==> src/rtl/triadic_control_fsm_if.sv <==
// Control bus between the sequencer and the triadic register-file datapath:
// the instruction word going in and the datapath control strobes coming out.
interface triadic_control_fsm_if;
   logic [31:0] instr;
   logic        Oprnd1Sel;
   logic        Oprnd2Sel;
   logic        ExtnCntl;
   logic        RDSEL;
   logic        DinSel2;
   logic        WE;
   logic        NextPC;

   modport master (
      input  instr,
      output Oprnd1Sel, Oprnd2Sel, ExtnCntl, RDSEL, DinSel2, WE, NextPC
   );

   modport slave (
      output instr,
      input  Oprnd1Sel, Oprnd2Sel, ExtnCntl, RDSEL, DinSel2, WE, NextPC
   );
endinterface

==> src/rtl/triadic_control_fsm.sv <==
// Multi-cycle FETCH/DECODE/EXEC/WB sequencer driving the triadic datapath
// strobes, with free-running and single-step execution and a halt opcode.
module triadic_control_fsm #(
   parameter int unsigned CNT_W   = 16,
   parameter logic [5:0]  HALT_OP = 6'h3F
) (
   input  logic                  clk,
   input  logic                  reset,
   input  logic                  run,
   input  logic                  step,
   triadic_control_fsm_if.master bus,
   output logic                  instr_done,
   output logic                  halted,
   output logic                  illegal,
   output logic [CNT_W-1:0]      retired
);

   localparam int unsigned OP_W    = 6;
   localparam int unsigned INSTR_W = 32;

   typedef enum logic [2:0] {
      IDLE   = 3'd0,
      FETCH  = 3'd1,
      DECODE = 3'd2,
      EXEC   = 3'd3,
      WB     = 3'd4,
      HALT   = 3'd5
   } state_t;

   state_t             state;
   state_t             state_next;
   logic [INSTR_W-1:0] ir;
   logic               step_q;

   logic [OP_W-1:0]    opcode_c;
   logic               dec_o1_c;
   logic               dec_o2_c;
   logic               dec_ext_c;
   logic               dec_rdsel_c;
   logic               dec_din2_c;
   logic               dec_wr_c;
   logic               dec_npc_c;
   logic               dec_legal_c;
   logic               in_window_c;

   // Register fields are consumed by the datapath, not the sequencer.
   logic               unused_ir_fields;
   assign unused_ir_fields = ^{ir[25:0], bus.instr[25:0]};

   // On the FETCH->DECODE edge ir is still being loaded, so decode the live word.
   always_comb begin
      opcode_c = ir[31:26];
      if (state == FETCH) begin
         opcode_c = bus.instr[31:26];
      end
   end

   // Opcode decode; undefined opcodes behave as a NOP that still advances PC.
   always_comb begin
      dec_o1_c    = 1'b0;
      dec_o2_c    = 1'b0;
      dec_ext_c   = 1'b0;
      dec_rdsel_c = 1'b0;
      dec_din2_c  = 1'b0;
      dec_wr_c    = 1'b0;
      dec_npc_c   = 1'b1;
      dec_legal_c = 1'b1;
      if (opcode_c == HALT_OP) begin
         dec_npc_c = 1'b0;
      end else begin
         unique case (opcode_c)
            6'h00: begin
               dec_rdsel_c = 1'b1;
               dec_wr_c    = 1'b1;
            end
            6'h01: begin
               dec_o2_c  = 1'b1;
               dec_ext_c = 1'b1;
               dec_wr_c  = 1'b1;
            end
            6'h02: begin
               dec_o2_c = 1'b1;
               dec_wr_c = 1'b1;
            end
            6'h03: begin
               dec_o2_c   = 1'b1;
               dec_ext_c  = 1'b1;
               dec_din2_c = 1'b1;
               dec_wr_c   = 1'b1;
            end
            6'h05: begin
               dec_o1_c  = 1'b1;
               dec_o2_c  = 1'b1;
               dec_ext_c = 1'b1;
               dec_wr_c  = 1'b1;
            end
            default: begin
               dec_legal_c = 1'b0;
            end
         endcase
      end
   end

   // Next-state logic.
   always_comb begin
      state_next = state;
      unique case (state)
         IDLE: begin
            if (run || (step && !step_q)) begin
               state_next = FETCH;
            end
         end
         FETCH:  state_next = DECODE;
         DECODE: state_next = EXEC;
         EXEC:   state_next = WB;
         WB: begin
            if (opcode_c == HALT_OP) begin
               state_next = HALT;
            end else if (run) begin
               state_next = FETCH;
            end else begin
               state_next = IDLE;
            end
         end
         HALT:    state_next = HALT;
         default: state_next = IDLE;
      endcase
   end

   assign in_window_c = (state_next == DECODE) || (state_next == EXEC) ||
                        (state_next == WB);

   // State, instruction register and registered strobes.
   always_ff @(posedge clk) begin
      if (reset) begin
         state         <= IDLE;
         step_q        <= 1'b0;
         ir            <= '0;
         bus.Oprnd1Sel <= 1'b0;
         bus.Oprnd2Sel <= 1'b0;
         bus.ExtnCntl  <= 1'b0;
         bus.RDSEL     <= 1'b0;
         bus.DinSel2   <= 1'b0;
         bus.WE        <= 1'b0;
         bus.NextPC    <= 1'b0;
         instr_done    <= 1'b0;
         halted        <= 1'b0;
         illegal       <= 1'b0;
         retired       <= '0;
      end else begin
         state         <= state_next;
         step_q        <= step;
         if (state == FETCH) begin
            ir <= bus.instr;
         end
         bus.Oprnd1Sel <= in_window_c && dec_o1_c;
         bus.Oprnd2Sel <= in_window_c && dec_o2_c;
         bus.ExtnCntl  <= in_window_c && dec_ext_c;
         bus.RDSEL     <= in_window_c && dec_rdsel_c;
         bus.DinSel2   <= in_window_c && dec_din2_c;
         bus.WE        <= (state_next == WB) && dec_wr_c;
         bus.NextPC    <= (state_next == WB) && dec_npc_c;
         instr_done    <= (state_next == WB);
         halted        <= halted || (state_next == HALT);
         if (state == WB) begin
            illegal <= illegal || !dec_legal_c;
            retired <= retired + CNT_W'(1);
         end
      end
   end

endmodule

==> src/flat_wrapper.sv <==
// flat-port wrapper written by rule: the top's interface ports become plain ports
module triadic_control_fsm_flat 
#(
   parameter int unsigned CNT_W   = 16,
   parameter logic [5:0]  HALT_OP = 6'h3F
)
  (clk, reset, run, step, instr_done, halted, illegal, retired, bus_instr, bus_Oprnd1Sel, bus_Oprnd2Sel, bus_ExtnCntl, bus_RDSEL, bus_DinSel2, bus_WE, bus_NextPC);
  triadic_control_fsm_if bus_i ();
  input  logic clk;
  input  logic reset;
  input  logic run;
  input  logic step;
  output logic instr_done;
  output logic halted;
  output logic illegal;
  output logic [CNT_W-1:0] retired;
  input wire logic [$bits(bus_i.instr)-1:0] bus_instr;
  output wire logic [$bits(bus_i.Oprnd1Sel)-1:0] bus_Oprnd1Sel;
  output wire logic [$bits(bus_i.Oprnd2Sel)-1:0] bus_Oprnd2Sel;
  output wire logic [$bits(bus_i.ExtnCntl)-1:0] bus_ExtnCntl;
  output wire logic [$bits(bus_i.RDSEL)-1:0] bus_RDSEL;
  output wire logic [$bits(bus_i.DinSel2)-1:0] bus_DinSel2;
  output wire logic [$bits(bus_i.WE)-1:0] bus_WE;
  output wire logic [$bits(bus_i.NextPC)-1:0] bus_NextPC;
  assign bus_i.instr = bus_instr;
  assign bus_Oprnd1Sel = bus_i.Oprnd1Sel;
  assign bus_Oprnd2Sel = bus_i.Oprnd2Sel;
  assign bus_ExtnCntl = bus_i.ExtnCntl;
  assign bus_RDSEL = bus_i.RDSEL;
  assign bus_DinSel2 = bus_i.DinSel2;
  assign bus_WE = bus_i.WE;
  assign bus_NextPC = bus_i.NextPC;
  triadic_control_fsm #(.CNT_W(CNT_W), .HALT_OP(HALT_OP)) u_core (.clk(clk), .reset(reset), .run(run), .step(step), .bus(bus_i), .instr_done(instr_done), .halted(halted), .illegal(illegal), .retired(retired));
endmodule
==> config.mk <==
export PLATFORM = sky130hd
export DESIGN_NAME = triadic_control_fsm_flat
export DESIGN_NICKNAME = d
export VERILOG_FILES = /design/src/rtl/triadic_control_fsm_if.sv /design/src/rtl/triadic_control_fsm.sv /design/src/flat_wrapper.sv
export SDC_FILE = /design/constraint.sdc
export NUM_CORES = 1
export LEC_CHECK = 0
export ABC_AREA = 0
export CAP_MARGIN = 20
export CORE_MARGIN = 2
export CORE_UTILIZATION = 48
export CTS_BUF_LIST = sky130_fd_sc_hd__clkbuf_8
export CTS_CLUSTER_DIAMETER = 150
export DETAILED_ROUTE_END_ITERATION = 7
export MAX_ROUTING_LAYER = met4
export PLACE_DENSITY = 0.87
export SYNTH_ARGS = -nofsm -noshare
export SYNTH_HDL_FRONTEND = slang
export SYNTH_SLANG_ARGS = --single-unit
==> constraint.sdc <==
create_clock -name clk -period 3.2 [get_ports clk]
set_clock_uncertainty 0.1 [all_clocks]
set_input_delay 0.64 -clock clk [delete_from_list [all_inputs] [get_ports clk]]
set_output_delay 0.64 -clock clk [all_outputs]
set_load 0.02 [all_outputs]
==> impl.org <==
** Timing
- Hold Violations, Final :: 0
- Unrepaired setup endpoints after global routing :: no
- Actual slew at the worst max-slew pin :: 506 ps
- Summed over all failing endpoints, the final setup total negative slack is 0 ps.
- Dividing the final minimum period by the clock period gives 65.0%.
- Final Critical Period :: approximately 2100 ps
- Setup-violating endpoint count in the final report :: 0
- In this run the tightest slew margin relative to its limit is about two thirds.
- Timing would allow up to 0.481 GHz.
- The final max-slew violation count came to 0.

** Synthesis
- For this run, the leading register cell type out of synthesis is dfxtp_1.
- The synthesized design contains 36 register bits.
- The netlist uses 40 different library cells.
- Mux share of post-synthesis cell area :: under 10%
- Warning count from the yosys run :: 0
- In this run the mean area of a mapped cell was 9.06 um2.
- Sequential-to-total area share from yosys stat :: 46.3%
- The synthesized netlist devotes 9.40% of its cell area to compound gates.
- The synthesized netlist occupies a cell area of ~1600 um2.
- After Yosys synthesis, full adders, half adders and majority gates account for less than 1% of the synthesized area.
- Synth async-reset ratio :: 0%
- Synthesis produced a netlist whose cell count is 172.
- Mapped Nets :: 209
- Xor/xnor cell area share of the yosys netlist :: 5.62%
- Fraction of the mapped netlist area in simple logic gates :: between 30% and 40%
- Counting flops with a built-in enable in the synthesized netlist gives 0.
- Main combinational cell family by area after synthesis :: simple AND/OR/NAND/NOR gates

** Finish
- Top reg by flops :: u_core.retired
- The finished cells cover 2040 um2.
- Fraction of layout instances using a drive strength above 1 :: 6.70%
- The largest registers in the layout are u_core.retired (16), u_core.ir (6), u_core.state (3).
- Syn-to-layout area delta :: 31.2%
- Cells fill 66.4% of the core in the end.
- The repair_antennas step left the layout with diodes totalling 0.
- Max FFs per register :: 16
- Final nets :: 246
- The filler cells instantiated in the layout total 254.

** Placed design
- Detailed Place HPWL :: 2100 um
- Final weighted congestion of routability-driven global placement :: slightly below 0.8
- After detailed placement, the total cell area comes to 1950 um2.
- Buffers placed on the I/O ports in this run total 35.

** CTS
- TritonCTS clock tree :: yes
- Hold repair after CTS inserted 0 buffers.
- Library cell used as clock root buffer :: clkbuf_8
- After clock tree synthesis, the clock-pin slew on the worst setup and hold paths is 70 ps.
- Post-CTS timing repair inserted 0 buffers for setup.
- TritonCTS created 5 clock buffers.
- For the worst-skew pair, the clock arrives at the later sink with an insertion delay of 280 ps.
- Maximum buffer depth of the clock tree :: 2
- Number of resized instances in the post-cts repair step :: 0
- H-Tree Depth :: 2
- Sink count of the clock tree :: 36

** Global route
- Entering global routing, the biggest net connects 19 pins.
- Most used routing layer :: met2
- Vias in the first global route :: between 1000 and 1500
- The first global-routing pass estimated around 5000 um of wire.
- Total GRT Usage :: 18.5%
- Global routing used 2.56% of the available met3 tracks.
- Met1 usage :: between 20% and 30%
- Global routing finished with a remaining overflow of 0.
- For this run, global-route usage on met2 was measured as 30.0%.
- The number of antenna violations at the first check in global routing came to 0.

** Worst setup path
- FF-to-FF setup slack :: ~1200 ps
- Worst path cell trace :: clkdlybuf4s50_1
- The worst register-to-register path has a depth of 5.
- In this run the number of cells on the critical path is 1.
- Type of origin of the critical path :: flip-flop
- Worst reg2reg endpoint :: u_core.bus.Oprnd2Sel$_SDFF_PP0_
- Along the worst path, the maximum fanout reaches 5.
- Setup crit start :: u_core.retired[0]$_SDFFE_PP0N_
- Capture point of the worst path :: retired[0]
- Critical Path Slowest Stage Cell :: clkdlybuf4s50_1
- The number of buffers and inverters on the critical path is 1.
- Data on the critical path arrives at its endpoint at 1340 ps.
- Reg-to-Reg Start :: u_core.state[0]$_SDFF_PP0_
- Cell class contributing the biggest share of worst-path delay :: buffers and inverters
- Kind of capture point of the worst setup path :: output pin
- For this run, the slowest stage of the critical path takes 640 ps.
- By startpoint and endpoint, the worst setup path is classified as reg2out.
- Critical path required time :: 2460 ps

** Power
- Across the VDD grid, the largest voltage drop is 0.285 mV.
- Final total power :: between 0.9 and 1 mW
- The analysis attributes to net switching a power of 0.227 mW.
- Of the total power, the clock network draws 35.3%.
- The internal power of the cells totals 0.723 mW.
- Power density over the cells :: 465 nW/um2
- Leakage power :: 0.721 nW
- Sequential share of power :: approximately half
- Per report_power, the combinational group accounts for 13.1% of the total.
- Switching share of total power :: 23.9%

** Floorplanning
- Die Y :: 61.0 um
- Total die area :: 3720 um2
- The initialized floorplan defines 20 standard-cell rows.
- For this design the top-level I/O count stands at 62.
- Initial Utilization :: 50.6%
- Die Wd :: 61.0 um
- Core footprint :: 3080 um2

** Drt
- Via/cell ratio :: ~5.2
- The count of nets left with antenna violations once routing finished came out at 0.
- For this block, the initial DRC count from the detailed router was 48.
- After detailed routing, the total wire length is 2940 um.
- The first TritonRoute pass finished after 4 iterations.
- In the final routed layout, each cell accounts on average for 11.6 um.
- For this run, design rule violations remaining after detail routing come to 0.
- The final route contains 1328 vias.

** Min path
- The min-delay analysis places its worst path in the category reg2reg.

** Run status
- The run finished with clean final reports.

** Run
- Max-cap violation count :: 0
logic make-up after synthesis:
kind of cell	count (synthesis)
AO/OA/AOI/OAI	24
XOR/XNOR	10
adder cells (fa/ha/maj)	1
flip-flops	36
multiplexers	6
AND/OR/NAND/NOR	80
buffers and inverters	15
Yosys cell counts, drive strengths merged, types with 3 or more instances:
library cell | count | share of area, %
nand2b | 4 | 1.6
nor2b | 3 | 1.2
a21oi | 8 | 2.6
nor2 | 25 | 6.0
and3 | 3 | 1.2
nor3 | 5 | 1.6
dfxtp | 36 | 46
inv | 8 | 1.9
xnor2 | 6 | 3.4
and2 | 3 | 1.2
nand4 | 4 | 2.6
o21ai | 6 | 1.9
mux2i | 5 | 3.2
xor2 | 4 | 2.2
clkbuf | 5 | 1.2
o31ai | 3 | 1.4
nand3 | 5 | 1.6
nor3b | 3 | 1.4
or4 | 6 | 2.9
nand2 | 9 | 2.2
metal layers:
metal  routed length [um]  vias up
li1                     -      673
met2                 1360       24
met4                   70        0
met3                   73        7
met1                 1430      624
met5                    0        -
how the worst min path moves through the flow:
stage / slack [ps] / start / endpoint / depth (start not counted)
after floorplan: 400 / u_core.ir[29]$_SDFFE_PP0P_ / u_core.ir[29]$_SDFFE_PP0P_ / 2
after global placement: 330 / u_core.halted$_SDFF_PP0_ / u_core.halted$_SDFF_PP0_ / 2
after detailed placement: 340 / u_core.halted$_SDFF_PP0_ / u_core.halted$_SDFF_PP0_ / 2
after CTS: 350 / u_core.halted$_SDFF_PP0_ / u_core.halted$_SDFF_PP0_ / 2
after global routing: 390 / u_core.halted$_SDFF_PP0_ / u_core.halted$_SDFF_PP0_ / 2
final: 340 / u_core.halted$_SDFF_PP0_ / u_core.halted$_SDFF_PP0_ / 2
cells in the final DEF (no fill, tap or decap), types with 2 or more instances in the layout:
| master | count |
|---|---|
| or4_1 | 6 |
| buf_4 | 2 |
| nand4bb_1 | 2 |
| nor3_1 | 5 |
| nor2_1 | 25 |
| xor2_1 | 4 |
| mux2i_1 | 5 |
| o21ai_0 | 6 |
| and3_1 | 3 |
| dfxtp_1 | 36 |
| clkdlybuf4s50_1 | 35 |
| nand3_1 | 5 |
| o31ai_1 | 3 |
| nand4_1 | 3 |
| inv_1 | 8 |
| clkbuf_8 | 7 |
| and2_1 | 3 |
| nor3b_1 | 3 |
| nand2b_1 | 4 |
| xnor2_1 | 6 |
| nor2b_1 | 3 |
| a21oi_1 | 8 |
| nand2_1 | 9 |
| nand3b_1 | 2 |
power by group through the flow:
stage / registers [mW] / clock network [mW] / logic [mW]
floorplan: 0.493 / 0 / 0.0869
global placement: 0.498 / 0 / 0.120
detailed placement: 0.499 / 0 / 0.122
CTS: 0.490 / 0.343 / 0.123
global route: 0.494 / 0.358 / 0.137
finish: 0.490 / 0.336 / 0.124
stage by stage:
step	hold WS, ps	setup WS [ps]	instances
6_report	343	1120	253
5_1_grt	386	956	253
4_1_cts	348	1100	253
3_5_place_dp	339	938	246
3_3_place_gp	333	946	246
2_1_floorplan	403	1520	172
area by class of cell:
cell class | count | area [um2] | area share, %
Clock buffer | 7 | 96.3 | 4.72
Inverter | 8 | 30.0 | 1.47
Multi-Input combinational cell | 121 | 776 | 38.0
Sequential cell | 36 | 721 | 35.3
Tap cell | 44 | 55.1 | 2.69
Timing Repair Buffer | 37 | 365 | 17.9
Note: power is estimated with default switching activity, not from simulation.
